## src/rtl/fetch_unit.sv

```systemverilog
// fetch_unit: instruction fetch stage owning the PC; fetches over req/ack,
// squashes wrong-path fetches on redirect and halts on a misaligned target.
module fetch_unit #(
    parameter logic [31:0] RESET_PC = 32'h0040_0000
) (
    input  logic        clk_i,
    input  logic        rst_ni,
    input  logic [1:0]  pcsrc_i,
    input  logic [31:0] pc_e_i,
    input  logic [31:0] ext_imm_e_i,
    input  logic [31:0] rd1_e_i,
    output logic        imem_req_o,
    output logic [31:0] imem_addr_o,
    input  logic        imem_ack_i,
    input  logic [31:0] imem_rdata_i,
    input  logic        stall_d_i,
    output logic        instr_valid_d_o,
    output logic [31:0] instr_d_o,
    output logic [31:0] pc_d_o,
    output logic [31:0] pcplus4_d_o,
    output logic        misaligned_target_o
);
    typedef enum logic [2:0] {IDLE, REQ, HOLD, DRAIN, FAULT} state_e;
    state_e      state_q;
    logic [31:0] pc_q, addr_q, instr_q, pcd_q, pcp4_q;
    logic        req_q, valid_q, mis_q;
    logic        redir_d, bad_d, fault_d;
    logic [31:0] sum_d, tgt_d, nxt_pc_d;

    assign redir_d  = (pcsrc_i == 2'b01) || (pcsrc_i == 2'b10);
    assign sum_d    = (pcsrc_i[1] ? rd1_e_i : pc_e_i) + ext_imm_e_i;
    assign tgt_d    = {sum_d[31:1], sum_d[0] & ~pcsrc_i[1]};
    assign bad_d    = redir_d && (tgt_d[1:0] != 2'b00);
    assign fault_d  = mis_q || bad_d;
    assign nxt_pc_d = redir_d ? tgt_d : pc_q;

    always_ff @(posedge clk_i or negedge rst_ni) begin
        if (!rst_ni) begin
            state_q <= IDLE;
            pc_q    <= RESET_PC;
            req_q   <= 1'b0;
            addr_q  <= RESET_PC;
            valid_q <= 1'b0;
            instr_q <= '0;
            pcd_q   <= '0;
            pcp4_q  <= '0;
            mis_q   <= 1'b0;
        end else begin
            // a redirect retargets the PC and kills Decode's copy even under stall
            if (redir_d && (state_q inside {REQ, HOLD, DRAIN})) begin
                pc_q    <= tgt_d;
                valid_q <= 1'b0;
                mis_q   <= fault_d;
            end
            case (state_q)
                IDLE: begin
                    state_q <= REQ;
                    req_q   <= 1'b1;
                    addr_q  <= pc_q;
                end
                REQ: begin
                    if (redir_d && !imem_ack_i) begin
                        state_q <= DRAIN;
                    end else if (redir_d) begin
                        state_q <= bad_d ? FAULT : REQ;
                        req_q   <= !bad_d;
                        addr_q  <= tgt_d;
                    end else if (imem_ack_i) begin
                        state_q <= HOLD;
                        req_q   <= 1'b0;
                        valid_q <= 1'b1;
                        instr_q <= imem_rdata_i;
                        pcd_q   <= pc_q;
                        pcp4_q  <= pc_q + 32'd4;
                    end
                end
                HOLD: begin
                    if (redir_d) begin
                        state_q <= bad_d ? FAULT : REQ;
                        req_q   <= !bad_d;
                        addr_q  <= tgt_d;
                    end else if (!stall_d_i) begin
                        state_q <= REQ;
                        req_q   <= 1'b1;
                        addr_q  <= pc_q + 32'd4;
                        pc_q    <= pc_q + 32'd4;
                        valid_q <= 1'b0;
                    end
                end
                DRAIN: begin
                    if (imem_ack_i) begin
                        state_q <= fault_d ? FAULT : REQ;
                        req_q   <= !fault_d;
                        addr_q  <= nxt_pc_d;
                    end
                end
                default: begin
                    req_q   <= 1'b0;
                    valid_q <= 1'b0;
                end
            endcase
        end
    end

    assign imem_req_o          = req_q;
    assign imem_addr_o         = addr_q;
    assign instr_valid_d_o     = valid_q;
    assign instr_d_o           = instr_q;
    assign pc_d_o              = pcd_q;
    assign pcplus4_d_o         = pcp4_q;
    assign misaligned_target_o = mis_q;
endmodule

```

## config.mk

```make
export PLATFORM = sky130hd
export DESIGN_NAME = fetch_unit
export DESIGN_NICKNAME = d
export VERILOG_FILES = /design/src/rtl/fetch_unit.sv
export SDC_FILE = /design/constraint.sdc
export NUM_CORES = 1
export LEC_CHECK = 0
export ABC_AREA = 1
export ABC_CLOCK_PERIOD_IN_PS = 2800
export BUFFER_PORTS_ARGS = -buffer_cell sky130_fd_sc_hd__clkbuf_2
export CORE_MARGIN = 4
export CORE_UTILIZATION = 53
export CTS_CLUSTER_DIAMETER = 40
export CTS_CLUSTER_SIZE = 16
export DETAILED_ROUTE_END_ITERATION = 16
export PLACE_DENSITY = 0.82
export SETUP_SLACK_MARGIN = 0.5
export SLEW_MARGIN = 5
export SYNTH_ARGS = -nofsm -noshare
export SYNTH_HDL_FRONTEND = slang
export SYNTH_SLANG_ARGS = --single-unit
```

## constraint.sdc

```tcl
create_clock -name clk_i -period 2.8 [get_ports clk_i]
set_input_delay 0.56 -clock clk_i [delete_from_list [all_inputs] [get_ports clk_i]]
set_output_delay 0.56 -clock clk_i [all_outputs]
set_load 0.02 [all_outputs]
```

==> out/results.txt <==
P_int: 4.505 mW
Least-Margin Pin Slew: 0.4793 ns
initial antenna violation count: 1
reg2reg start: state_q[2]$_DFFE_PN0P_
Seq/Total Area, Yosys: 38.17%
CP top delay family: simple AND/OR/NAND/NOR gates
layout cell share with drive strength beyond 1: 26.19%
final-layout fill cell count: 1685
clock slew at reported path FFs: 0.06 ns
Async SR Flop Fraction: 100.0%
Mapped Area: 0.01076 sq mm
Die W: 150.5 um
Area contributors post-synth: dfrtp_1 (38%), nand2_1 (23%), inv_1 (5.1%)
critical path's slowest cell: ha_4
share of total power in combinational logic: 26.3%
# IOs: 265
antenna violation net count after detailed routing: 0
DR vias: 12030
worst hold-check path type: primary input to asynchronous set/reset pin
Worst Clk Skew: 0.007135 ns
largest net degree at the start of global routing: 82
Mapped Cells: 1624
Reg2Reg Setup Slack: 0.61 ns
GP Congestion: 0.9456
H-tree lvl count: 4
Clk pwr share: 34.9%
Initial Util: 54.57%
top cell type's share of synthesized area: 37.68%
Cell Pwr Density: 483.8 mW/mm^2
FP Rows: 51
Layout Nets: 2086
status: complete, no violations
Crit Path Class: primary input to register
R2R depth: 10
Final period util: 80.93%
Tmin final: 2.266 ns
area leader, netlist: dfrtp_1
Remaining DRCs: 0
RSZ-0062 raised after global routing: yes
clock buffer depth: 2
Max FO, Critical Path: 24
hpwl dp: 28.34 mm
Warnings, synthesis: 0
Num CTS Buffers: 17
CP arrival: 2.56 ns
IO Port Bufs: 264
Worst setup SP type: primary input
Fin. Hold Viols: 0
Clk Latency, worst-skew pair: 0.43 ns
element type at the critical path end: register
crit-path cells: buf_12, inv_8, buf_12, nand2_1, nand2_1, ha_4, nand2_2, inv_1, nand2_1, nand2_1, nand2_1, nand3_1, a21oi_2, nand3_1, a21oi_2, o21ai_0
Syn Nets: 1791
diode count: 0
total gr overflow: 0
Max Cap Viol: 0
routed len/inst: 16.77 um
hold buffer count at cts: 0
critical path's most frequent cell: nand2_1
Starting DRT DRC Count: 1094
Area growth syn-to-layout: 30.65%
Die Y-Extent: 150.5 um
Yosys cell types: 43
core area: 0.01972 sq mm
Critical Path RT: 3.09 ns
synth cell count leaders: nand2_1 (665), dfrtp_1 (162), inv_1 (145), nand3_1 (99), nor2_1 (98)
switching pwr: 2.296 mW
routed wire length: 36.84 mm
first-pass GRT wire length: 56.35 mm
max-slew violations: 0
IR drop worst, VDD: 0.3935 mV
clk root buf: clkbuf_16
Lkg Pwr: 7.572 nW
Synth Flop Type: dfrtp_1
relative slew slack: 68.05%
count leader, synth: nand2_1
Design Area, Final: 0.01406 sq mm
Pre-Repair DR Iteration Count: 5
TritonCTS clock tree: built
Post-synth EDFFs: 0
drt via density: 5.473
CP Buf/Inv Count: 4
vias in the first global route: 11020
clock sink total: 164
Cell Area, Placed: 0.01292 sq mm
setup TNS: 0 ns
Worst R2R End: imem_addr_o[6]$_DFFE_PN0P_
Sw Share: 33.76%
Die ar.: 0.02264 sq mm
Max Clk Rate: 0.4413 GHz
# setup viols final: 0
Synth Register Bits: 164
sequential share of power: 38.8%
total power: 6.801 mW
worst stage delay on the critical path: 0.23 ns
Syn Area/Cell: 6.625 sq um
total track usage: 31.69%
[final cells by class]
class	instances	area, sq um	share of cell area (%)
clock buffer	18	429.2	3.053
clock inverter	14	166.4	1.184
inverter	154	588.1	4.183
multi-input combinational	1247	6454	45.91
sequential	164	4108	29.22
tap	265	331.6	2.359
timing repair buffer	335	1981	14.09
[cells in the final DEF (no fill, tap or decap), types with 10 or more instances in the layout]
cell       instances
o22ai_1           12
nand4_1           12
buf_4             63
ha_4              21
nand3_1           89
nor2_2            15
clkbuf_16         18
nor3_1            15
o21ai_1           50
inv_1            142
clkbuf_2         262
nand3_2           10
nand2_1          642
o21ai_0           86
xor2_1            17
dfrtp_1          161
nor2_1            83
nand2_2           25
a21oi_1           70
a21oi_2           24
[power groups by stage]
stage	Combinational (mW)	Sequential, mW	Clock [mW]
final	1.79	2.64	2.38
after global routing	1.96	2.65	2.52
after CTS	1.61	2.63	2.41
after detailed placement	1.59	2.67	0
after global placement	1.57	2.67	0
after floorplan	0.872	2.73	0
[worst reg2reg max path: stages (launching register included)]
cell and delay, ns:
dfrtp_1 0.45, nor2_2 0.26, nand2_2 0.20, nor2_4 0.28, nand2_1 0.11, and3_4 0.20
nand2_2 0.13, buf_12 0.22, a21oi_1 0.09, nand2_1 0.10, nand2_1 0.05
[flip-flops by register name (all words and copies together), names as in the netlist]
register / count
imem_addr_o: 32
instr_d_o: 32
pc_d_o: 32
pc_q: 32
pcplus4_d_o: 30
state_q: 3
imem_req_o: 1
instr_valid_d_o: 1
misaligned_target_o: 1
[how the worst max path moves through the flow]
stage,slack (ns),depth (start not counted),startpoint,to
2_1_floorplan,0.39,17,pcsrc_i[1],imem_addr_o[12]$_DFFE_PN0P_
6_report,0.53,16,pcsrc_i[1],pc_q[27]$_DFF_PN0_
4_1_cts,0.46,15,pcsrc_i[1],pc_q[27]$_DFF_PN0_
3_3_place_gp,-0.15,15,pcsrc_i[1],pc_q[27]$_DFF_PN0_
5_1_grt,0.41,18,pcsrc_i[1],imem_addr_o[24]$_DFFE_PN0P_
3_5_place_dp,-0.14,15,pcsrc_i[1],pc_q[27]$_DFF_PN0_
[cells by family after synthesis]
logic type | Yosys count | synth area share, %
simple gates | 914 | 34.24
compound gates | 271 | 13.42
flops | 164 | 38.17
xor+xnor | 29 | 2.361
buf+inv | 213 | 7.908
fa+ha+maj | 33 | 3.907
[per-layer routing]
| layer | GRT usage, % | wire [um] | vias to the layer above | part of all wire (%) |
|---|---|---|---|---|
| met4 | 12.85 | 1188 | 2 | 3.2 |
| li1 | - | - | 5797 | - |
| met2 | 51.47 | 17300 | 630 | 47 |
| met5 | 0 | 13 | - | 0.035 |
| met3 | 5.750 | 3259 | 81 | 8.8 |
| met1 | 42.00 | 15080 | 5515 | 41 |
[per-stage QoR]
stage          utilization, %  std cells  worst slack (ns)  hold WS [ns]
2_1_floorplan               -       1624            0.3877        0.2644
3_3_place_gp            65.52       2159           -0.1507        0.4523
3_5_place_dp            65.52       2159           -0.1437        0.4572
4_1_cts                 68.77       2192            0.4632       0.07676
5_1_grt                 71.29       2197            0.4096       0.08350
6_report                71.29       2197            0.5341       0.05935
[what timing repair did]
item / CTS / global route
setup endpoints to repair: 18 / 67
pin swaps: 1 / 25
gates cloned: 0 / 1
gates resized for setup: 10 / 108
setup buffers: 1 / 4
No activity file was read; power rests on OpenSTA's default activity.
